File: src/rtl/ps2_keyboard_tx_if.sv
// ps2_keyboard_tx_if: byte-write port into the PS/2 keyboard transmitter FIFO.
//
// Handshake: a byte on data_in is taken on a rising clk edge where
// valid && ready. ready depends only on FIFO fullness and never on valid.
// A byte offered while ready is low is dropped rather than stalled, so the
// master has no obligation to hold data_in/valid.
interface ps2_keyboard_tx_if;
  logic [7:0] data_in;
  logic       valid;
  logic       ready;

  modport master (output data_in, output valid, input ready);
  modport slave  (input data_in, input valid, output ready);
endinterface

File: src/rtl/ps2_keyboard_tx.sv
// ps2_keyboard_tx: PS/2 device-side (keyboard) transmitter.
// Bytes are queued in an 8-entry FIFO and sent as 11-bit frames
// (start 0, 8 data bits LSB first, odd parity, stop 1), with GAP idle
// cycles between frames. ps2_clk half-period is CLK_DIV cycles.
// Optional macro PS2_TX_PARITY_ERR_EN adds err_inject, which inverts the
// parity bit of the frame popped while it is high.
module ps2_keyboard_tx #(
  parameter int unsigned CLK_DIV = 4,
  parameter int unsigned GAP     = 8
) (
  input  logic                    clk,
  input  logic                    rst,
  ps2_keyboard_tx_if.slave        bus,
`ifdef PS2_TX_PARITY_ERR_EN
  input  logic                    err_inject,
`endif
  output logic                    busy,
  output logic                    ps2_clk,
  output logic                    ps2_data,
  output logic [1:0]              state_dbg
);

  typedef enum logic [1:0] {
    S_IDLE    = 2'd0,
    S_SEND_HI = 2'd1,
    S_SEND_LO = 2'd2,
    S_GAP     = 2'd3
  } state_t;

  localparam logic [15:0] HALF_RELOAD = 16'(CLK_DIV - 1);
  localparam logic [15:0] GAP_RELOAD  = 16'(GAP - 1);

  // FIFO: 4-bit pointers, the extra MSB separates full from empty.
  logic [7:0] mem [8];
  logic [3:0] wr_ptr, rd_ptr;
  logic       empty, full, wr_en, pop;
  logic [7:0] rd_byte;
  logic       par_bit;

  assign empty     = (wr_ptr == rd_ptr);
  assign full      = (wr_ptr[3] != rd_ptr[3]) && (wr_ptr[2:0] == rd_ptr[2:0]);
  assign wr_en     = bus.valid && !full;
  assign bus.ready = !full;
  assign rd_byte   = mem[rd_ptr[2:0]];

`ifdef PS2_TX_PARITY_ERR_EN
  assign par_bit = (~^rd_byte) ^ err_inject;
`else
  assign par_bit = ~^rd_byte;
`endif

  // Pointer update; pop only ever happens on a non-empty FIFO, write only when not full.
  always_ff @(posedge clk) begin
    if (rst) begin
      wr_ptr <= 4'd0;
      rd_ptr <= 4'd0;
    end else begin
      if (wr_en) wr_ptr <= wr_ptr + 4'd1;
      if (pop)   rd_ptr <= rd_ptr + 4'd1;
    end
  end

  // Storage array, no reset needed: entries are only read after being written.
  always_ff @(posedge clk) begin
    if (wr_en) mem[wr_ptr[2:0]] <= bus.data_in;
  end

  // Frame sequencer state.
  state_t      state_q, state_n;
  logic [15:0] cnt_q, cnt_n;
  logic [3:0]  idx_q, idx_n;
  logic [10:0] frame_q, frame_n;
  logic        ps2_clk_q, ps2_clk_n;
  logic        ps2_data_q, ps2_data_n;

  // State register; line outputs are registered so they are glitch-free.
  always_ff @(posedge clk) begin
    if (rst) begin
      state_q    <= S_IDLE;
      cnt_q      <= 16'd0;
      idx_q      <= 4'd0;
      frame_q    <= 11'h7ff;
      ps2_clk_q  <= 1'b1;
      ps2_data_q <= 1'b1;
    end else begin
      state_q    <= state_n;
      cnt_q      <= cnt_n;
      idx_q      <= idx_n;
      frame_q    <= frame_n;
      ps2_clk_q  <= ps2_clk_n;
      ps2_data_q <= ps2_data_n;
    end
  end

  // Next state and next line values; the counter reloads on every state entry,
  // and ps2_data only changes when entering SEND_HI (or returning to idle high).
  always_comb begin
    state_n    = state_q;
    cnt_n      = cnt_q;
    idx_n      = idx_q;
    frame_n    = frame_q;
    ps2_clk_n  = ps2_clk_q;
    ps2_data_n = ps2_data_q;
    pop        = 1'b0;
    case (state_q)
      S_IDLE: begin
        ps2_clk_n  = 1'b1;
        ps2_data_n = 1'b1;
        if (!empty) begin
          pop        = 1'b1;
          frame_n    = {1'b1, par_bit, rd_byte, 1'b0};
          idx_n      = 4'd0;
          cnt_n      = HALF_RELOAD;
          state_n    = S_SEND_HI;
          ps2_data_n = 1'b0;
        end
      end
      S_SEND_HI: begin
        if (cnt_q == 16'd0) begin
          state_n   = S_SEND_LO;
          cnt_n     = HALF_RELOAD;
          ps2_clk_n = 1'b0;
        end else begin
          cnt_n = cnt_q - 16'd1;
        end
      end
      S_SEND_LO: begin
        if (cnt_q == 16'd0) begin
          ps2_clk_n = 1'b1;
          if (idx_q == 4'd10) begin
            state_n    = S_GAP;
            cnt_n      = GAP_RELOAD;
            ps2_data_n = 1'b1;
          end else begin
            idx_n      = idx_q + 4'd1;
            state_n    = S_SEND_HI;
            cnt_n      = HALF_RELOAD;
            ps2_data_n = frame_q[idx_q + 4'd1];
          end
        end else begin
          cnt_n = cnt_q - 16'd1;
        end
      end
      S_GAP: begin
        ps2_clk_n  = 1'b1;
        ps2_data_n = 1'b1;
        if (cnt_q == 16'd0) state_n = S_IDLE;
        else                cnt_n   = cnt_q - 16'd1;
      end
      default: state_n = S_IDLE;
    endcase
  end

  assign ps2_clk   = ps2_clk_q;
  assign ps2_data  = ps2_data_q;
  assign busy      = (state_q != S_IDLE) || !empty;
  assign state_dbg = state_q;

endmodule

File: src/flat_wrapper.sv
// flat-port wrapper written by rule: the top's interface ports become plain ports
module ps2_keyboard_tx_flat 
#(
  parameter int unsigned CLK_DIV = 4,
  parameter int unsigned GAP     = 8
)
  (clk, rst, busy, ps2_clk, ps2_data, state_dbg, bus_data_in, bus_valid, bus_ready);
  ps2_keyboard_tx_if bus_i ();
  input  logic clk;
  input  logic rst;
  output logic busy;
  output logic ps2_clk;
  output logic ps2_data;
  output logic [1:0] state_dbg;
  input wire logic [$bits(bus_i.data_in)-1:0] bus_data_in;
  input wire logic [$bits(bus_i.valid)-1:0] bus_valid;
  output wire logic [$bits(bus_i.ready)-1:0] bus_ready;
  assign bus_i.data_in = bus_data_in;
  assign bus_i.valid = bus_valid;
  assign bus_ready = bus_i.ready;
  ps2_keyboard_tx #(.CLK_DIV(CLK_DIV), .GAP(GAP)) u_core (.clk(clk), .rst(rst), .bus(bus_i), .busy(busy), .ps2_clk(ps2_clk), .ps2_data(ps2_data), .state_dbg(state_dbg));
endmodule
File: config.mk
export PLATFORM = sky130hd
export DESIGN_NAME = ps2_keyboard_tx_flat
export DESIGN_NICKNAME = d
export VERILOG_FILES = /design/src/rtl/ps2_keyboard_tx_if.sv /design/src/rtl/ps2_keyboard_tx.sv /design/src/flat_wrapper.sv
export SDC_FILE = /design/constraint.sdc
export NUM_CORES = 1
export LEC_CHECK = 0
export ABC_AREA = 1
export BUFFER_PORTS_ARGS = -buffer_cell sky130_fd_sc_hd__buf_2
export CORE_ASPECT_RATIO = 0.8
export CORE_MARGIN = 2
export CORE_UTILIZATION = 40
export CTS_BUF_LIST = sky130_fd_sc_hd__clkbuf_8
export CTS_CLUSTER_DIAMETER = 150
export CTS_CLUSTER_SIZE = 40
export DETAILED_ROUTE_END_ITERATION = 10
export PLACE_DENSITY_LB_ADDON = 0.25
export SLEW_MARGIN = 10
export SYNTH_ARGS = -nofsm -noshare
export SYNTH_HDL_FRONTEND = slang
export SYNTH_SLANG_ARGS = --single-unit
export TNS_END_PERCENT = 5
File: constraint.sdc
create_clock -name clk -period 3.2 [get_ports clk]
set_clock_uncertainty 0.05 [all_clocks]
set_input_delay 0.16 -clock clk [delete_from_list [all_inputs] [get_ports clk]]
set_output_delay 0.16 -clock clk [all_outputs]
set_load 0.02 [all_outputs]
Word-level counts from Yosys, hierarchy flattened:

Memories as Yosys holds them, arrays and structs flattened. A register that Yosys moved wholly into a read port is not among the register bits.
Index checks and enable logic that the tools add are counted.

* add/subtract/negate cells: 4
* multipliers: 0
* divide/modulo/power cells: 0
* order comparisons: 1
* eq/ne operators: 13
* shift operators: 0
* multiplexer cells: 31
* bitwise gates (word level): 1
* reduce and logical (&&, ||, !) cells: 18

Operators with widths (number)
* two-way mux 16 bit: 4
* one-hot mux 16 bit (4 select lines): 1
* logical NOT 16 bit: 1
* subtractor 16 x 1 -> 16 bit (second input constant): 1
* adder 4 x 1 -> 4 bit (second input constant): 3
* two-way mux 4 bit: 3
* two-way mux 1 bit: 10
* two-way mux 2 bit: 5
* two-way mux 3 bit: 3
* one-hot mux 2 bit (4 select lines): 1
* one-hot mux 4 bit (2 select lines): 1
* AND reduction 2 bit: 4
* AND reduction 4 bit: 2
* XNOR reduction 8 bit: 1
* inequality test 2 x 1 -> 1 bit (second input constant): 3
* inequality test 2 bit (second input constant): 3
* one-hot mux 1 bit (3 select lines): 2
* less-than comparator 4 x 5 -> 1 bit (second input constant): 1
* binary-select mux 1 bit (select 4 bit): 1
* equality test 2 bit (second input constant): 2
* equality test 4 bit: 1
* equality test 4 bit (second input constant): 1
* nonzero test 2 bit: 2
* equality test 3 bit: 1
* 9 further kinds: 11

* register bits after elaboration: 42
* bits in latches: 0
* bits in writable memories: 64
* ROM bits: 0
* input port bits: 11
* output and inout port bits: 6
* word-level logic and storage cells: 77
* memories kept: 1

Memories
* u_core.mem: depth 8, width 8, read ports 1, clocked after memory_dff 1, write ports 1, RTL line ps2_keyboard_tx.sv:34 `logic [7:0] mem [8];`

Longest topological paths before layout:

Gate-level depths: netlist of run 1.

* depth after elaboration: 6
* mapped depth: 16
* depth with buffers taken out: 14

Worst setup path before layout of run 1:

No wires, ideal clock.

* path kind: register -> register
* start point: reg u_core.wr_ptr[2]
* end point: mem u_core.mem[0][0], enable pin
* library setup time: 370 ps
* arrival: 1619 ps
* required time: 2780 ps
* slack: 1160 ps
* stages on the path, launching flop included: 7
* path buffers: 0
* clock period less this slack: 2040 ps
* path through: dfxtp_1 -> xor2_2 -> nor2_1 -> nand2_2 -> nand2_2 -> or2_2 -> nor2_1

* cells in the longest elaborated chain, start to end: 6

RTL lines
* start: declaration: RTL line ps2_keyboard_tx.sv:35 `logic [3:0] wr_ptr, rd_ptr;`
* start signal: assignment: RTL line ps2_keyboard_tx.sv:58 `if (wr_en) wr_ptr <= wr_ptr + 4'd1;`
* equality test 3 bit: RTL line ps2_keyboard_tx.sv:41 `assign full = (wr_ptr[3] != rd_ptr[3]) && (wr_ptr[2:0] == rd_ptr[2:0]);`
* logical AND 1 bit: RTL line ps2_keyboard_tx.sv:41
* logical NOT 1 bit
* via bus_ready: RTL line flat_wrapper.sv:17 `output wire logic [$bits(bus_i.ready)-1:0] bus_ready;`
* logical AND 1 bit: RTL line ps2_keyboard_tx.sv:42 `assign wr_en = bus.valid && !full;`
* two-way mux 1 bit: RTL line ps2_keyboard_tx.sv:65 `if (wr_en) mem[wr_ptr[2:0]] <= bus.data_in;`
* two-way mux 1 bit (not written as such): RTL line ps2_keyboard_tx.sv:65
* end: declaration: RTL line ps2_keyboard_tx.sv:34

The timed path passes the listed nets, and every way through them passes these cells.

Worst setup path in the final report of run 1:

* start point: reg u_core.wr_ptr[2]
* end point: mem u_core.mem[4][2], enable pin

* cells in the longest elaborated chain, start to end: 6

RTL lines (RTL line)
* equality test 3 bit: ps2_keyboard_tx.sv:41
* logical AND 1 bit: ps2_keyboard_tx.sv:41
* logical NOT 1 bit: ps2_keyboard_tx.sv:42
* logical AND 1 bit: ps2_keyboard_tx.sv:42
* two-way mux 1 bit: ps2_keyboard_tx.sv:65
* two-way mux 1 bit (not written as such): ps2_keyboard_tx.sv:65

Parallel ways exist; a longest one is shown, timed or not.

==> impl_metrics.env, run 1 <==
export IMPL_grt_pass1_wl_um=19900
export IMPL_rsz0062_at_grt="no"
export IMPL_met2_usage_pct=25.9
export IMPL_yosysTopAreaCell="edfxtp_1"
export IMPL_worstSetupStartpointType="register"
export IMPL_cts_resized=0
export IMPL_path_buf_inv=0
export IMPL_drive_gt1_share_pct=9.52
export IMPL_cp_depth=6
export IMPL_drv_slew=0
export IMPL_crit_path_max_incr_delay_ps=540
export IMPL_fillers=1344
export IMPL_synth_xor_area_share_pct=2.05
export IMPL_fmax_ghz=0.443
export IMPL_slew_headroom_pct=46.6
export IMPL_synth_compound_area_share_pct=6.55
export IMPL_drc_errors=0
export IMPL_syn_avg_cell_area_um2=8.10
export IMPL_postLayoutCellArea_mm2=0.00586
export IMPL_synthSimpleGateAreaFrac_pct=28.5
export IMPL_status="finished, final reports clean"
export IMPL_gr_usage_met3_pct=4.83
export IMPL_vias_per_cell=4.83
export IMPL_ant_nets=0
export IMPL_syn_nets=686
export IMPL_insertedDiodeCount=0
export IMPL_drt_pass1_iterations=5
export IMPL_powerDensity_mw_per_mm2=1010
export IMPL_yosys_area_share_adder_pct=1.38
export IMPL_tightest_slew_ps=799
export IMPL_slowest_stage="nor2_1"
export IMPL_tritoncts="built"
export IMPL_finalHoldViolCount=0
export IMPL_yosysUniqueCellTypes=37
export IMPL_antenna_found_initial=0
export IMPL_regToRegSetupSlack_ps=940
export IMPL_synth_mux_area_share_pct=0
export IMPL_place_area_mm2=0.00563
export IMPL_place_inst=847
export IMPL_final_cells=863
export IMPL_synth_top_family_by_area="simple AND/OR/NAND/NOR gates"
export IMPL_worstRegToRegCells=6
export IMPL_finish_utilization_pct=43.7
export IMPL_arrival_ps=2220
export IMPL_cts_setup_buffers=0
export IMPL_grt_usage_pct=17.6
export IMPL_wl_per_cell_um=13.6
export IMPL_synthCells=669
export IMPL_r2r_start="u_core.wr_ptr[2]"
export IMPL_drt_initial_drc_count=317
export IMPL_grt_max_degree=34
export IMPL_numClockSinks=109
export IMPL_cp_cell_sequence="xor2_2 > nor2_1 > nand2_2 > nand2_2 > or2_2 > nor2_1"
export IMPL_finalWirelength_um=11700
export IMPL_synth_edf_count=64
export IMPL_hp_class="input port to register"
export IMPL_leakagePower_nw=2.67
export IMPL_required_ps=3160
export IMPL_cts_root_buf="clkbuf_8"
export IMPL_crit_end="u_core.mem[4][2]"
export IMPL_critPathTopFamily="simple AND/OR/NAND/NOR gates"
export IMPL_async_reset_ff_share_pct=0
export IMPL_cts_hold_buf=0
export IMPL_grt_overflow=0
export IMPL_dieArea_mm2=0.0145
export IMPL_post_synth_top_count_cell="nand2_1"
export IMPL_synth_warnings=0
export IMPL_num_vias=4170
export IMPL_grt_pass1_vias=3974
export IMPL_clkLatencyLatePin_ps=370
export IMPL_clk_pin_slew_ps=100
export IMPL_die_w_um=134
export IMPL_cp_max_fo=8
export IMPL_place_congestion=0.859
export IMPL_setup_viol=0
export IMPL_grt_util_met1_pct=25.9
export IMPL_yosys_top_cells_count="nand2_1, inv_1, edfxtp_1, nand3_1, dfxtp_1"
export IMPL_grt_most_used_layer="met2"
export IMPL_io_buffers=16
export IMPL_critPathLaunch="u_core.wr_ptr[2]"
export IMPL_synth_area_leaders="edfxtp_1, dfxtp_1, nand2_1, inv_1, nand3_1"
export IMPL_ir_drop_uv=656
export IMPL_setup_tns_ps=0
export IMPL_period_needed_ps=2260
export IMPL_synth_top_cell_area_share_pct=35.4
export IMPL_nets=695
export IMPL_cts_htree_levels=3
export IMPL_final_period_utilization_pct=70.6
export IMPL_cap_violations=0
export IMPL_hpwl_um=8440
export IMPL_rr_endpoint="u_core.mem[4][2]"
export IMPL_synth_ff_type="edfxtp_1"
export IMPL_ys_ff_latch=109
export IMPL_end_kind="register"
export IMPL_syn2layout_area_growth_pct=8.05
export IMPL_rows=38
export IMPL_design_portCount=17
export IMPL_die_h_um=108
export IMPL_finalPower_mw=5.93
export IMPL_cts_buffers=9
export IMPL_synth_cell_area_mm2=0.00542
export IMPL_clockBufferDepth=2
export IMPL_ys_seq_area_share_pct=52.1
export IMPL_initial_core_util_pct=40.4
export IMPL_crit_type="register to register"
export IMPL_core_area_mm2=0.0134
## layout by cell type, fill, tap and decap left out, drive strengths merged, types with 7 or more instances in the layout
cell | netlist | layout
dfxtp | 45 | 45
inv | 103 | 105
edfxtp | 64 | 64
nand2 | 231 | 231
clkbuf | 3 | 9
o21ai | 24 | 24
o211ai | 7 | 7
nor2 | 52 | 52
buf | 17 | 18
a21oi | 28 | 28
nand3 | 59 | 59
## per-layer routing
layer,up-vias,wire length (um)
met1,1954,6100
met5,-,0
met2,74,4910
met3,9,558
li1,2133,-
met4,0,146
## flip-flops by register name (all words and copies together) (netlist names), named ones only
name	cells
u_core.ps2_clk	1
u_core.cnt_q	16
u_core.ps2_data	1
u_core.state_dbg	2
u_core.mem	64
u_core.rd_ptr	4
u_core.idx_q	4
u_core.wr_ptr	4
u_core.frame_q	10
## worst min path at each step
stage,slack [ps],end,depth (start not counted),startpoint
2_1_floorplan,210,u_core.mem[0][0],0,bus_data_in[0]
3_3_place_gp,410,u_core.frame_q[7],2,u_core.frame_q[7]
3_5_place_dp,410,u_core.ps2_clk,2,u_core.ps2_clk
4_1_cts,50,u_core.mem[6][4],1,bus_data_in[4]
5_1_grt,50,u_core.mem[0][5],1,bus_data_in[5]
6_report,60,u_core.mem[0][5],1,bus_data_in[5]
## where the power goes
group,internal [mW],switching [mW],total (mW)
registers,1.74,0.223,1.96
clock network,0.511,0.454,0.965
logic,0.984,2.02,3.00
total,3.23,2.70,5.93
## cells by family after synthesis
kind of cell	count (synthesis)
AOI/OAI and AO/OA	62
xor gates and xnor gates	11
adders and majority gates	6
buffers and inverters	124
DFF	109
and+or+nand+nor	357
## worst reg2reg max path, cell delays in order, from the launching register on
cell and delay [ps]:
dfxtp_1 460, xor2_2 240, nor2_1 90, nand2_2 70, nand2_2 80, or2_2 360
nor2_1 540
## stage by stage
step | worst slack, ps | hold WS (ps)
2_1_floorplan | 1160 | 209
3_3_place_gp | 1030 | 411
3_5_place_dp | 965 | 415
4_1_cts | 929 | 46.3
5_1_grt | 775 | 47.2
6_report | 942 | 56.7
## area by class of cell
cell class	instances	area, um2	area share (%)
Tap cell	180	225	3.84
Sequential cell	109	2820	48.2
Clock buffer	9	124	2.11
Timing Repair Buffer	18	95.1	1.62
Clock inverter	7	106	1.82
Inverter	104	395	6.75
Multi-Input combinational cell	436	2090	35.7
Note: power is estimated with default switching activity, not from simulation.
==> run 2, diff against run 1 <==
Clock period 3.2 ns to 2 ns, I/O delays scaled along.
==> run 2 against run 1 <==
Compared with the run above: fmax grew 20%; critical path depth grew 1; count of clock-buffer cells in the layout stayed put; combinational power increased by 68%; core utilization grew 1.7 points.
==> impl_metrics.env, run 2 (synthesis gave the netlist of run 1 again) <==
export IMPL_syn2layout_area_growth_pct=12.2
export IMPL_finalHoldViolCount=0
export IMPL_grt_pass1_vias=3983
export IMPL_vias_per_cell=4.71
export IMPL_worstSetupStartpointType="register"
export IMPL_final_period_utilization_pct=93.7
export IMPL_io_buffers=16
export IMPL_drv_slew=0
export IMPL_ir_drop_uv=841
export IMPL_drt_met1_wl_um=5910
export IMPL_fmax_ghz=0.534
export IMPL_cts_htree_levels=3
export IMPL_postLayoutCellArea_mm2=0.00608
export IMPL_layout_commonest_cell="nand2_1"
export IMPL_cts_buffers=9
export IMPL_whs_path_depth=1
export IMPL_multi_input_area_mm2=0.00209
export IMPL_place_congestion=0.847
export IMPL_core_area_mm2=0.0134
export IMPL_slowest_stage="dfxtp_1"
export IMPL_regToRegSetupSlack_ps=130
export IMPL_p_int_mw=5.24
export IMPL_path_buf_inv=1
export IMPL_die_h_um=108
export IMPL_cap_violations=0
export IMPL_wl_met3_um=437
export IMPL_arrival_ps=1920
export IMPL_grt_pass1_wl_um=19400
export IMPL_crit_path_max_incr_delay_ps=440
export IMPL_antenna_found_initial=0
export IMPL_finalWirelength_um=11500
export IMPL_setup_tns_ps=0
export IMPL_worstRegToRegCells=7
export IMPL_cp_cell_sequence="xor2_2 > nor2_1 > nand2_2 > nand2_2 > or2_2 > nor2_1 > buf_4"
export IMPL_place_area_mm2=0.00577
export IMPL_clk_pin_slew_ps=110
export IMPL_tritoncts="built"
export IMPL_dieArea_mm2=0.0145
export IMPL_num_vias=4177
export IMPL_wl_per_cell_um=12.9
export IMPL_rows=38
export IMPL_layout_common_cells="nand2_1, inv_1, edfxtp_1"
export IMPL_cts_root_buf="clkbuf_8"
export IMPL_largest_reg_flops=64
export IMPL_grt_usage_pct=17.0
export IMPL_setup_viol=0
export IMPL_rsz0062_at_grt="no"
export IMPL_p_clk_share_pct=15.4
export IMPL_fillers=1372
export IMPL_pwr_share_seq_pct=32.2
export IMPL_die_w_um=134
export IMPL_initial_core_util_pct=40.4
export IMPL_crit_type="register to register"
export IMPL_min_from="bus_data_in[3]"
export IMPL_clkLatencyLatePin_ps=380
export IMPL_highest_layer="met4"
export IMPL_r2r_start="u_core.wr_ptr[2]"
export IMPL_nets=719
export IMPL_grt_overflow=0
export IMPL_drive_gt1_share_pct=11.9
export IMPL_wl_met2_um=4980
export IMPL_cp_max_fo=8
export IMPL_required_ps=2050
export IMPL_hpwl_um=8420
export IMPL_drc_errors=0
export IMPL_drt_pass1_iterations=5
export IMPL_drt_initial_drc_count=344
export IMPL_grt_max_degree=25
export IMPL_period_needed_ps=1870
export IMPL_comb_power_share_pct=52.4
export IMPL_tightest_slew_ps=697
export IMPL_switchingPower_mw=4.39
export IMPL_whs_ps=21.9
export IMPL_rr_endpoint="u_core.mem[2][4]"
export IMPL_status="finished, final reports clean"
export IMPL_clockBufferDepth=2
export IMPL_slew_headroom_pct=53.5
export IMPL_numClockSinks=109
export IMPL_hold_end="u_core.mem[0][3]"
export IMPL_critPathTopFamily="simple AND/OR/NAND/NOR gates"
export IMPL_leakagePower_nw=2.79
export IMPL_powerDensity_mw_per_mm2=1580
export IMPL_ant_nets=0
export IMPL_design_portCount=17
export IMPL_seq_area_mm2=0.00282
export IMPL_swShare_pct=45.6
export IMPL_end_kind="register"
export IMPL_hp_class="input port to register"
export IMPL_insertedDiodeCount=0
[run 2: cell count changes in the layout (fill, tap and decap cells not counted), moves of 2 or more]
| cell | previous run | this run |
|---|---|---|
| dlygate4sd3_1 | 0 | 8 |
| buf_4 | 2 | 15 |
| clkinv_4 | 1 | 4 |
| buf_12 | 0 | 2 |
[run 2: how the worst max path moves through the flow]
stage | end | depth (start not counted) | startpoint
after global placement | u_core.mem[0][3] | 7 | u_core.wr_ptr[2]
after detailed placement | u_core.mem[0][6] | 7 | u_core.wr_ptr[2]
after global routing | u_core.mem[0][3] | 7 | u_core.wr_ptr[2]
after CTS | u_core.mem[0][2] | 7 | u_core.wr_ptr[2]
final | u_core.mem[2][4] | 7 | u_core.wr_ptr[2]
after floorplan | u_core.mem[0][0] | 6 | u_core.wr_ptr[2]
[run 2: cell type report]
class | instances | area share, %
tap | 180 | 3.70
clock inverter | 7 | 1.62
timing repair buffer | 42 | 5.33
sequential | 109 | 46.4
clock buffer | 9 | 2.04
inverter | 104 | 6.54
multi-input combinational | 436 | 34.3
[run 2: power groups by stage]
| stage | clock (mW) | sequential, mW | combinational, mW |
|---|---|---|---|
| floorplan | 0 | 3.10 | 3.96 |
| CTS | 1.54 | 3.09 | 5.05 |
| finish | 1.49 | 3.10 | 5.05 |
| global route | 1.62 | 3.15 | 5.83 |
| detailed placement | 0 | 3.14 | 5.01 |
| global placement | 0 | 3.13 | 4.93 |
[run 2: metrics by stage]
step | util, % | cells | power [mW] | setup slack [ps]
after global placement | 43.1 | 863 | 8.06 | 167
after CTS | 45.3 | 887 | 9.68 | 98.4
after global routing | 45.4 | 887 | 10.6 | 1.70
after detailed placement | 43.1 | 863 | 8.15 | 98.3
final | 45.4 | 887 | 9.63 | 126
after floorplan | - | 669 | 7.06 | -39.7
[run 2: routing by layer]
metal  vias up  global-route usage (%)
li1       2178                       -
met1      1933                    24.0
met2        55                    26.3
met3        11                    3.89
met4         0                    5.11
met5         -                       0
[run 2: what timing repair did]
action | CTS | global route
endpoints found under the setup margin | 0 | 10
hold buffers | 8 | 0
setup buffers | 0 | 0
hold endpoints to repair | 57 | 0
resized for setup | 0 | 3
